--- config.mk ---
export PLATFORM = sky130hd
export DESIGN_NAME = hwpe_stream_realign_ctrl_gen_flat
export DESIGN_NICKNAME = d
export VERILOG_FILES = /design/src/rtl/hwpe_stream_realign_ctrl_gen_if.sv /design/src/rtl/hwpe_stream_realign_ctrl_gen.sv /design/src/flat_wrapper.sv
export SDC_FILE = /design/constraint.sdc
export NUM_CORES = 1
export LEC_CHECK = 0
export ABC_AREA = 1
export CORE_ASPECT_RATIO = 2
export CORE_MARGIN = 2
export CORE_UTILIZATION = 35
export DETAILED_ROUTE_END_ITERATION = 16
export GPL_ROUTABILITY_DRIVEN = 0
export PLACE_DENSITY = 0.53
export RECOVER_POWER = 50
export SKIP_CTS_REPAIR_TIMING = 1
export SYNTH_ARGS = -nofsm -noshare
export SYNTH_HDL_FRONTEND = slang
export SYNTH_SLANG_ARGS = --single-unit
--- constraint.sdc ---
create_clock -name clk_i -period 5.3 [get_ports clk_i]
set_input_delay 0.795 -clock clk_i [delete_from_list [all_inputs] [get_ports clk_i]]
set_output_delay 0.795 -clock clk_i [all_outputs]
set_load 0.05 [all_outputs]
--- src/rtl/hwpe_stream_realign_ctrl_gen_if.sv ---
// Fetch-request and realign-control bundle between the control generator
// (master) and the memory/realigner side (slave).
interface hwpe_stream_realign_ctrl_gen_if #(
  parameter int unsigned DATA_WIDTH = 32,
  parameter int unsigned ADDR_WIDTH = 32,
  parameter int unsigned LEN_WIDTH  = 16
);
  localparam int unsigned NB = DATA_WIDTH / 8;

  logic [ADDR_WIDTH-1:0] req_addr;
  logic                  req_valid;
  logic                  req_ready;
  logic                  ctrl_enable;
  logic                  ctrl_realign;
  logic                  ctrl_first;
  logic                  ctrl_last;
  logic                  ctrl_strb_valid;
  logic [LEN_WIDTH-1:0]  ctrl_line_length;
  logic [NB-1:0]         strb;

  modport master (
    output req_addr, req_valid, ctrl_enable, ctrl_realign, ctrl_first,
           ctrl_last, ctrl_strb_valid, ctrl_line_length, strb,
    input  req_ready
  );

  modport slave (
    input  req_addr, req_valid, ctrl_enable, ctrl_realign, ctrl_first,
           ctrl_last, ctrl_strb_valid, ctrl_line_length, strb,
    output req_ready
  );
endinterface

--- src/rtl/hwpe_stream_realign_ctrl_gen.sv ---
// 2D line walker feeding hwpe_stream_source_realign: issues word-aligned fetch
// addresses and per-beat realign control, extending unaligned lines by one word.
module hwpe_stream_realign_ctrl_gen #(
  parameter int unsigned DATA_WIDTH = 32,
  parameter int unsigned ADDR_WIDTH = 32,
  parameter int unsigned LEN_WIDTH  = 16
) (
  input  logic                  clk_i,
  input  logic                  rst_ni,
  input  logic                  clear_i,
  input  logic                  start_i,
  input  logic [ADDR_WIDTH-1:0] base_addr_i,
  input  logic [ADDR_WIDTH-1:0] line_stride_i,
  input  logic [LEN_WIDTH-1:0]  line_length_i,
  input  logic [LEN_WIDTH-1:0]  nb_lines_i,
  input  logic                  stall_i,
  hwpe_stream_realign_ctrl_gen_if.master req,
  output logic                  busy_o,
  output logic                  done_o
);

  localparam int unsigned NB = DATA_WIDTH / 8;
  localparam int unsigned OW = $clog2(NB);

  typedef enum logic [1:0] {IDLE, LINE_START, FETCH, DONE} state_t;

  state_t state_reg, state_next;

  logic [ADDR_WIDTH-1:0] line_addr_reg, fetch_addr_reg, stride_reg;
  logic [LEN_WIDTH-1:0]  len_reg, nb_lines_reg, line_cnt_reg, beat_cnt_reg, beats_reg;
  logic                  realign_reg;
  logic [NB-1:0]         first_strb_reg, last_strb_reg;

  logic [OW-1:0]         off;
  logic                  realign_calc;
  logic [LEN_WIDTH-1:0]  beats_calc;
  logic [NB-1:0]         first_strb_calc, last_strb_calc;
  logic                  cfg_empty, handshake, beat_last, line_final;

  logic [ADDR_WIDTH-1:0] req_addr_next;
  logic                  req_valid_next, enable_next, realign_next;
  logic                  first_next, last_next, strb_valid_next;
  logic [LEN_WIDTH-1:0]  line_length_next;
  logic [NB-1:0]         strb_next;

  assign off          = line_addr_reg[OW-1:0];
  assign realign_calc = (off != '0);
  assign beats_calc   = len_reg + LEN_WIDTH'(realign_calc);

  // First beat keeps bytes at or above the offset, the extension beat the rest.
  generate
    for (genvar gi = 0; gi < NB; gi++) begin : g_strb
      assign first_strb_calc[gi] = (OW'(gi) >= off);
      assign last_strb_calc[gi]  = ~realign_calc | (OW'(gi) < off);
    end
  endgenerate

  assign cfg_empty  = (nb_lines_i == '0) | (line_length_i == '0);
  assign handshake  = (state_reg == FETCH) & req.req_ready;
  assign beat_last  = (beat_cnt_reg == beats_reg - LEN_WIDTH'(1));
  assign line_final = (line_cnt_reg == nb_lines_reg - LEN_WIDTH'(1));

  always_ff @(posedge clk_i or negedge rst_ni) begin
    if (!rst_ni)      state_reg <= IDLE;
    else if (clear_i) state_reg <= IDLE;
    else              state_reg <= state_next;
  end

  always_comb begin
    state_next = state_reg;
    case (state_reg)
      IDLE:       if (start_i) state_next = cfg_empty ? DONE : LINE_START;
      LINE_START: if (!stall_i) state_next = FETCH;
      FETCH:      if (handshake && beat_last) state_next = line_final ? DONE : LINE_START;
      DONE:       state_next = IDLE;
      default:    state_next = IDLE;
    endcase
  end

  always_ff @(posedge clk_i or negedge rst_ni) begin
    if (!rst_ni) begin
      line_addr_reg  <= '0;
      fetch_addr_reg <= '0;
      stride_reg     <= '0;
      len_reg        <= '0;
      nb_lines_reg   <= '0;
      line_cnt_reg   <= '0;
      beat_cnt_reg   <= '0;
      beats_reg      <= '0;
      realign_reg    <= 1'b0;
      first_strb_reg <= '0;
      last_strb_reg  <= '0;
    end else if (clear_i) begin
      line_addr_reg  <= '0;
      fetch_addr_reg <= '0;
      stride_reg     <= '0;
      len_reg        <= '0;
      nb_lines_reg   <= '0;
      line_cnt_reg   <= '0;
      beat_cnt_reg   <= '0;
      beats_reg      <= '0;
      realign_reg    <= 1'b0;
      first_strb_reg <= '0;
      last_strb_reg  <= '0;
    end else begin
      case (state_reg)
        IDLE: begin
          if (start_i) begin
            line_addr_reg <= base_addr_i;
            stride_reg    <= line_stride_i;
            len_reg       <= line_length_i;
            nb_lines_reg  <= nb_lines_i;
            line_cnt_reg  <= '0;
            beat_cnt_reg  <= '0;
          end
        end
        LINE_START: begin
          if (!stall_i) begin
            realign_reg    <= realign_calc;
            beats_reg      <= beats_calc;
            first_strb_reg <= first_strb_calc;
            last_strb_reg  <= last_strb_calc;
            fetch_addr_reg <= {line_addr_reg[ADDR_WIDTH-1:OW], {OW{1'b0}}};
            beat_cnt_reg   <= '0;
          end
        end
        FETCH: begin
          if (handshake) begin
            fetch_addr_reg <= fetch_addr_reg + ADDR_WIDTH'(NB);
            if (beat_last) begin
              beat_cnt_reg  <= '0;
              line_addr_reg <= line_addr_reg + stride_reg;
              line_cnt_reg  <= line_cnt_reg + LEN_WIDTH'(1);
            end else begin
              beat_cnt_reg <= beat_cnt_reg + LEN_WIDTH'(1);
            end
          end
        end
        default: ;
      endcase
    end
  end

  // Outputs are pure functions of registered state, so they hold under backpressure.
  always_comb begin
    req_addr_next    = '0;
    req_valid_next   = 1'b0;
    enable_next      = 1'b0;
    realign_next     = 1'b0;
    first_next       = 1'b0;
    last_next        = 1'b0;
    strb_valid_next  = 1'b0;
    line_length_next = '0;
    strb_next        = '0;
    if (state_reg == FETCH) begin
      req_addr_next    = fetch_addr_reg;
      req_valid_next   = 1'b1;
      enable_next      = 1'b1;
      realign_next     = realign_reg;
      first_next       = (beat_cnt_reg == '0);
      last_next        = beat_last;
      strb_valid_next  = first_next | last_next;
      line_length_next = beats_reg;
      strb_next        = first_next ? first_strb_reg :
                         last_next  ? last_strb_reg  : '1;
    end
  end

  assign req.req_addr         = req_addr_next;
  assign req.req_valid        = req_valid_next;
  assign req.ctrl_enable      = enable_next;
  assign req.ctrl_realign     = realign_next;
  assign req.ctrl_first       = first_next;
  assign req.ctrl_last        = last_next;
  assign req.ctrl_strb_valid  = strb_valid_next;
  assign req.ctrl_line_length = line_length_next;
  assign req.strb             = strb_next;
  assign busy_o               = (state_reg != IDLE);
  assign done_o               = (state_reg == DONE);

`ifndef SYNTHESIS
  // The one-word extension must not overflow the beat count.
  a_beats_no_overflow: assert property (@(posedge clk_i) disable iff (!rst_ni)
    (state_reg == LINE_START && !stall_i && realign_calc) |-> (len_reg != '1));
`endif

endmodule

--- src/flat_wrapper.sv ---
// flat-port wrapper written by rule: the top's interface ports become plain ports
module hwpe_stream_realign_ctrl_gen_flat 
#(
  parameter int unsigned DATA_WIDTH = 32,
  parameter int unsigned ADDR_WIDTH = 32,
  parameter int unsigned LEN_WIDTH  = 16
)
  (clk_i, rst_ni, clear_i, start_i, base_addr_i, line_stride_i, line_length_i, nb_lines_i, stall_i, busy_o, done_o, req_req_addr, req_req_valid, req_ctrl_enable, req_ctrl_realign, req_ctrl_first, req_ctrl_last, req_ctrl_strb_valid, req_ctrl_line_length, req_strb, req_req_ready);
  hwpe_stream_realign_ctrl_gen_if #(.DATA_WIDTH(DATA_WIDTH), .ADDR_WIDTH(ADDR_WIDTH), .LEN_WIDTH(LEN_WIDTH)) req_i ();
  input  logic clk_i;
  input  logic rst_ni;
  input  logic clear_i;
  input  logic start_i;
  input  logic [ADDR_WIDTH-1:0] base_addr_i;
  input  logic [ADDR_WIDTH-1:0] line_stride_i;
  input  logic [LEN_WIDTH-1:0] line_length_i;
  input  logic [LEN_WIDTH-1:0] nb_lines_i;
  input  logic stall_i;
  output logic busy_o;
  output logic done_o;
  output wire logic [$bits(req_i.req_addr)-1:0] req_req_addr;
  output wire logic [$bits(req_i.req_valid)-1:0] req_req_valid;
  output wire logic [$bits(req_i.ctrl_enable)-1:0] req_ctrl_enable;
  output wire logic [$bits(req_i.ctrl_realign)-1:0] req_ctrl_realign;
  output wire logic [$bits(req_i.ctrl_first)-1:0] req_ctrl_first;
  output wire logic [$bits(req_i.ctrl_last)-1:0] req_ctrl_last;
  output wire logic [$bits(req_i.ctrl_strb_valid)-1:0] req_ctrl_strb_valid;
  output wire logic [$bits(req_i.ctrl_line_length)-1:0] req_ctrl_line_length;
  output wire logic [$bits(req_i.strb)-1:0] req_strb;
  input wire logic [$bits(req_i.req_ready)-1:0] req_req_ready;
  assign req_req_addr = req_i.req_addr;
  assign req_req_valid = req_i.req_valid;
  assign req_ctrl_enable = req_i.ctrl_enable;
  assign req_ctrl_realign = req_i.ctrl_realign;
  assign req_ctrl_first = req_i.ctrl_first;
  assign req_ctrl_last = req_i.ctrl_last;
  assign req_ctrl_strb_valid = req_i.ctrl_strb_valid;
  assign req_ctrl_line_length = req_i.ctrl_line_length;
  assign req_strb = req_i.strb;
  assign req_i.req_ready = req_req_ready;
  hwpe_stream_realign_ctrl_gen #(.DATA_WIDTH(DATA_WIDTH), .ADDR_WIDTH(ADDR_WIDTH), .LEN_WIDTH(LEN_WIDTH)) u_core (.clk_i(clk_i), .rst_ni(rst_ni), .clear_i(clear_i), .start_i(start_i), .base_addr_i(base_addr_i), .line_stride_i(line_stride_i), .line_length_i(line_length_i), .nb_lines_i(nb_lines_i), .stall_i(stall_i), .req(req_i), .busy_o(busy_o), .done_o(done_o));
endmodule
Word-level counts from Yosys, hierarchy flattened
Index checks and enable logic that the tools add are counted.

cells by class
  $add $sub $neg = 7
  $lt $le $gt $ge = 8
  equality and inequality tests = 11
  multiplexer cells = 57
  bitwise operators = 8
  reduce and logical (&&, ||, !) cells = 19

operators by type and width
  operator                                               number
  two-way mux 32 bit                                     11
  two-way mux 16 bit                                     18
  one-hot mux 32 bit (2 select lines)                    2
  zero test 16 bit                                       3
  one-hot mux 16 bit (3 select lines)                    1
  two-way mux 4 bit                                      9
  adder 16 x 1 -> 16 bit, second input constant          2
  adder 32 x 3 -> 32 bit, second input constant          1
  adder 32 bit                                           1
  == test 16 bit                                         2
  one-hot mux 16 bit (2 select lines)                    1
  subtractor 16 x 1 -> 16 bit, second input constant     2
  adder 16 x 1 -> 16 bit                                 1
  two-way mux 2 bit                                      6
  nonzero test 2 bit                                     5
  inequality test 3 bit, second input constant           3
  two-way mux 1 bit                                      8
  one-hot mux 2 bit (4 select lines)                     1
  AND reduction 4 bit                                    2
  inequality test 3 x 2 -> 1 bit, second input constant  2
  OR 1 bit                                               6
  AND reduction 3 bit                                    2
  nonzero test 3 bit                                     2
  == test 2 bit, second input constant                   2
  12 further kinds                                       17

storage, ports and cells
  register bits after elaboration = 187
  output and inout bits = 60
  word-level logic and storage cells = 122

Longest topological paths before layout
  depth in word-level cells = 6
  gate-level depth with buffers = 18
  mapped depth without buffers = 17

Worst setup path before layout
OpenSTA, ideal clock, no wires.

  path type = flip-flop to output port
  start = reg u_core.state_reg[0]
  end = out req_ctrl_strb_valid
  data arrival time = 2889 ps
  slack = 1616 ps
  cell stages (with the launch flop) = 10
  path buffers = 3
  cell sequence = dfrtp_1 inv_1 ha_1 buf_2 inv_2 clkbuf_1 buf_1 nor2_1 inv_1 nand2_1

on the way
  longest elaborated chain between the ends = 2

RTL lines
  what                      RTL line                             RTL
  start: declaration        hwpe_stream_realign_ctrl_gen.sv:27   state_t state_reg, state_next;
  start signal: assignment  hwpe_stream_realign_ctrl_gen.sv:66   else state_reg <= state_next;
  == test 2 bit             hwpe_stream_realign_ctrl_gen.sv:155  if (state_reg == FETCH) begin
  two-way mux 1 bit         hwpe_stream_realign_ctrl_gen.sv:155
  end: declaration          flat_wrapper.sv:27                   output wire logic [$bits(req_i.ctrl_strb_valid)-1:0] req_ctrl_strb_valid;

Every way passes these cells.

Final worst setup path
  start = in clear_i
  end = reg u_core.fetch_addr_reg[10]

on the way
  longest elaborated chain between the ends = 2
  elaborated cells between the ends (all ways) = 5

RTL lines
  what                                                                           RTL line                             RTL
  start: declaration                                                             flat_wrapper.sv:12                   input logic clear_i;
  inequality test 3 x 2 -> 1 bit (no source line), or another cell as far along  --
  AND reduction 3 bit (no source line)                                           --
  end signal: assignment                                                         hwpe_stream_realign_ctrl_gen.sv:123  fetch_addr_reg <= {line_addr_reg[ADDR_WIDTH-1:OW], {OW{1'b0}}};
  end signal: assignment                                                         hwpe_stream_realign_ctrl_gen.sv:129  fetch_addr_reg <= fetch_addr_reg + ADDR_WIDTH'(NB);
  end: declaration                                                               hwpe_stream_realign_ctrl_gen.sv:29   logic [ADDR_WIDTH-1:0] line_addr_reg, fetch_addr_reg, stride_reg;

Parallel ways exist; a longest one is shown, timed or not.
A chain may end at the register's enable or synchronous reset.

==> summary.md <==
| Metric | Value |
|---|---|
| Yosys top cell by area | dfrtp_1 |
| Pleak | 8.10 nW |
| FP Rows | 102 |
| Minimum clock period | 4.42 ns |
| Post-DP HPWL | 38600 um |
| DR iter-0 viols | 872 |
| Largest net degree at the start of global routing | 91 |
| Worst path required time | 5.70 ns |
| CP delay by family, top | buffers and inverters |
| Max-slew violations | 144 |
| PortBufs | 159 |
| CP max FO | 24 |
| Top cells by count, synth | nand2_1 (686), inv_1 (277), dfrtp_1 (183) |
| Root cell of the clock tree | clkbuf_16 |
| Switching Fraction | 48.4% |
| Comb pwr share | 50.2% |
| Seq/Total Area, Yosys | 33.2% |
| Post-route DRC | 0 |
| Status | finished, violations left |
| Sequential group share of total power | 29.8% |
| Final Setup Violations | 0 |
| CTS clk-pin slew, worst paths | 0.07 ns |
| Asr flop ratio synth | 100% |
| Worst skew pair latency | 0.46 ns |
| Share of cells above drive strength 1 | 4.91% |
| Top-count cell post-synth | nand2_1 |
| H-tree levels | 4 |
| Crit share post-route | 83.4% |
| Vias in the first global route | 14000 |
| Max-cap violations | 2 |
| Post-synth cell types | 55 |
| Initial Util | 35.5% |
| Mean Syn Cell Area | 6.59 sq um |
| Slowest stage cell, crit path | clkbuf_1 |
| Placed Cells | 2710 |
| WP buf/inv | 4 |
| Crit path cell chain | dlygate4sd3_1 > clkbuf_1 > nor2_2 > nand2_1 > nand2_1 > a31oi_2 > buf_4 > nand2_1 > inv_1 > o21ai_0 > o21ai_0 > a22o_1 |
| Top post-synthesis cells by area | dfrtp_1 (33%), nand2_1 (19%), inv_1 (7.5%) |
| Via density | 5.13 |
| Crit. End Element | register |
| Post-synth top area share | 33.2% |
| VDD IR max | 0.000258 V |
| CTS Buf Count | 17 |
| Post-Route WL | 49200 um |
| Worst Hold Launch | u_core.stride_reg[4] |
| TritonCTS clock tree | yes |
| Filler instances | 4151 |
| Post-Syn Area | 0.0138 sq mm |
| DRT Pass-1 Iters | 8 |
| Total grt overflow | 0 |
| Post-DRT Antenna Nets | 0 |
| Worst-Margin Slew | 2.44 ns |
| I/O pin count | 162 |
| Clock tree buffer depth | 2 |
| Final setup skew | 0.0119 ns |
| Clk sinks | 183 |
| Max_slew headroom | -62.4% |
| Worst reg2reg startpoint | u_core.state_reg[0] |
| Core area | 0.0388 sq mm |
| Area growth, synth to finish | 19.2% |
| Hold Fails Final Rpt | 0 |
| Drt wl/cell | 17.9 um |
| Die ar. | 0.0411 sq mm |
| Fin cells | 2742 |
| PwrDens | 435 mW/mm^2 |
| Highest Clock Rate | 226 MHz |
| Startpoint Class | input pin |
| Post-Syn Instances | 2091 |
| Most used flip-flop cell after synthesis | dfrtp_1 |
| CP startpoint | clear_i |
| Failing checks | max-capacitance violations, max-slew violations |
| EDFF count, synth | 0 |
| WS Path Type | input pin to register |
| Crit path top cell by count | nand2_1 |
| Overall routing resource usage | 24.2% |
| Number of inserted diodes | 0 |
| Die height | 285 um |
| RSZ-0062 raised after global routing | no |
| Seq cells post-synth | 183 |
| Initial antenna violation count | 0 |
| P_int | 0.00369 W |
| First-pass GRT wire length | 75900 um |
| Routed vias | 14100 |
| Flop2flop setup slack | 1.55 ns |
| Hold/Removal Path Class | register to register |
| Critical Path AT | 4.82 ns |
| Setup TNS | 0 ns |
| Ys Warns | 0 |
| Clock Power Share | 19.9% |
| Switching power | 0.00346 W |
| Chip width | 144 um |
| Slowest stage delay, CP | 0.95 ns |
| Post-layout net count | 2358 |
[layer usage]
layer  global-route usage [%]  routed length (um)
met1                     25.1               17800
met2                     46.0               26800
met3                     2.88                1680
met4                     13.1                2950
met5                        0                   0
[power by group through the flow]
stage / combinational (W) / clock (W) / sequential [W]
after floorplan: 0.00267 / 0 / 0.00198
after global placement: 0.00356 / 0 / 0.00215
after detailed placement: 0.00359 / 0 / 0.00215
after CTS: 0.00361 / 0.00145 / 0.00213
after global routing: 0.00401 / 0.00150 / 0.00217
final: 0.00359 / 0.00142 / 0.00213
[cell usage in the layout, fill, tap and decap left out, drive strengths merged, types with 3 or more instances in the layout]
master / netlist / layout
xor2: 44 / 44
clkdlybuf4s50: 0 / 157
and3: 6 / 6
xnor2: 21 / 21
ha: 46 / 46
clkbuf: 46 / 24
o22ai: 13 / 13
o21bai: 10 / 10
clkinv: 2 / 11
o21ai: 180 / 180
bufinv: 0 / 4
nand4: 44 / 44
o211ai: 5 / 5
buf: 31 / 11
o32ai: 4 / 4
or2: 7 / 7
nor4: 20 / 20
nand3b: 10 / 10
a32o: 6 / 6
a21oi: 63 / 63
inv: 280 / 281
nor3: 28 / 28
dfrtp: 183 / 183
nor2: 177 / 177
nand2: 690 / 690
a31o: 4 / 4
and2: 3 / 3
nand3: 150 / 150
[cell families (layout without fill, tap and decap cells)]
kind of cell | after synthesis | after routing | synth area share, %
other | 1 | 2 | 0.0272
xor gates and xnor gates | 65 | 65 | 4.19
DFF | 183 | 183 | 33.2
AOI/OAI and AO/OA | 299 | 299 | 12.7
and+or+nand+nor | 1135 | 1135 | 35.0
buffers and inverters | 359 | 489 | 10.4
muxes | 2 | 2 | 0.145
adders and majority gates | 47 | 47 | 4.32
[worst min-delay path, stage by stage (launching register included)]
cell	delay [ns]
dfrtp_1	0.35
nand2_1	0.05
o21ai_0	0.06
[stage by stage]
step	setup slack, ns	cell area [sq um]	hold slack, ns	total power [W]	utilization [%]
after floorplan	1.62	13800	0.444	0.00465	-
after global placement	1.31	15800	0.479	0.00570	40.8
after detailed placement	1.26	15800	0.481	0.00574	40.8
after CTS	1.13	16400	0.436	0.00719	42.4
after global routing	0.667	16400	0.520	0.00768	42.3
final	0.881	16400	0.496	0.00715	42.3
[final timing paths]
| check | endpoint | depth (start not counted) |
|---|---|---|
| min | u_core.stride_reg[4] | 2 |
| max in group asynchronous | u_core.beat_cnt_reg[1] | 2 |
| min in group asynchronous | u_core.stride_reg[4] | 1 |
| max reg2reg | u_core.fetch_addr_reg[10] | 13 |
| max | u_core.fetch_addr_reg[10] | 12 |
| min reg2reg | u_core.stride_reg[4] | 2 |
[layout make-up]
class,instances,area (sq um),area share [%]
multi-input combinational,1550,7810,47.5
clock inverter,14,196,1.20
tap,520,651,3.96
sequential,183,4580,27.9
timing repair buffer,175,1690,10.3
clock buffer,18,439,2.67
inverter,282,1060,6.45
Note: power is estimated with default switching activity, not from simulation.
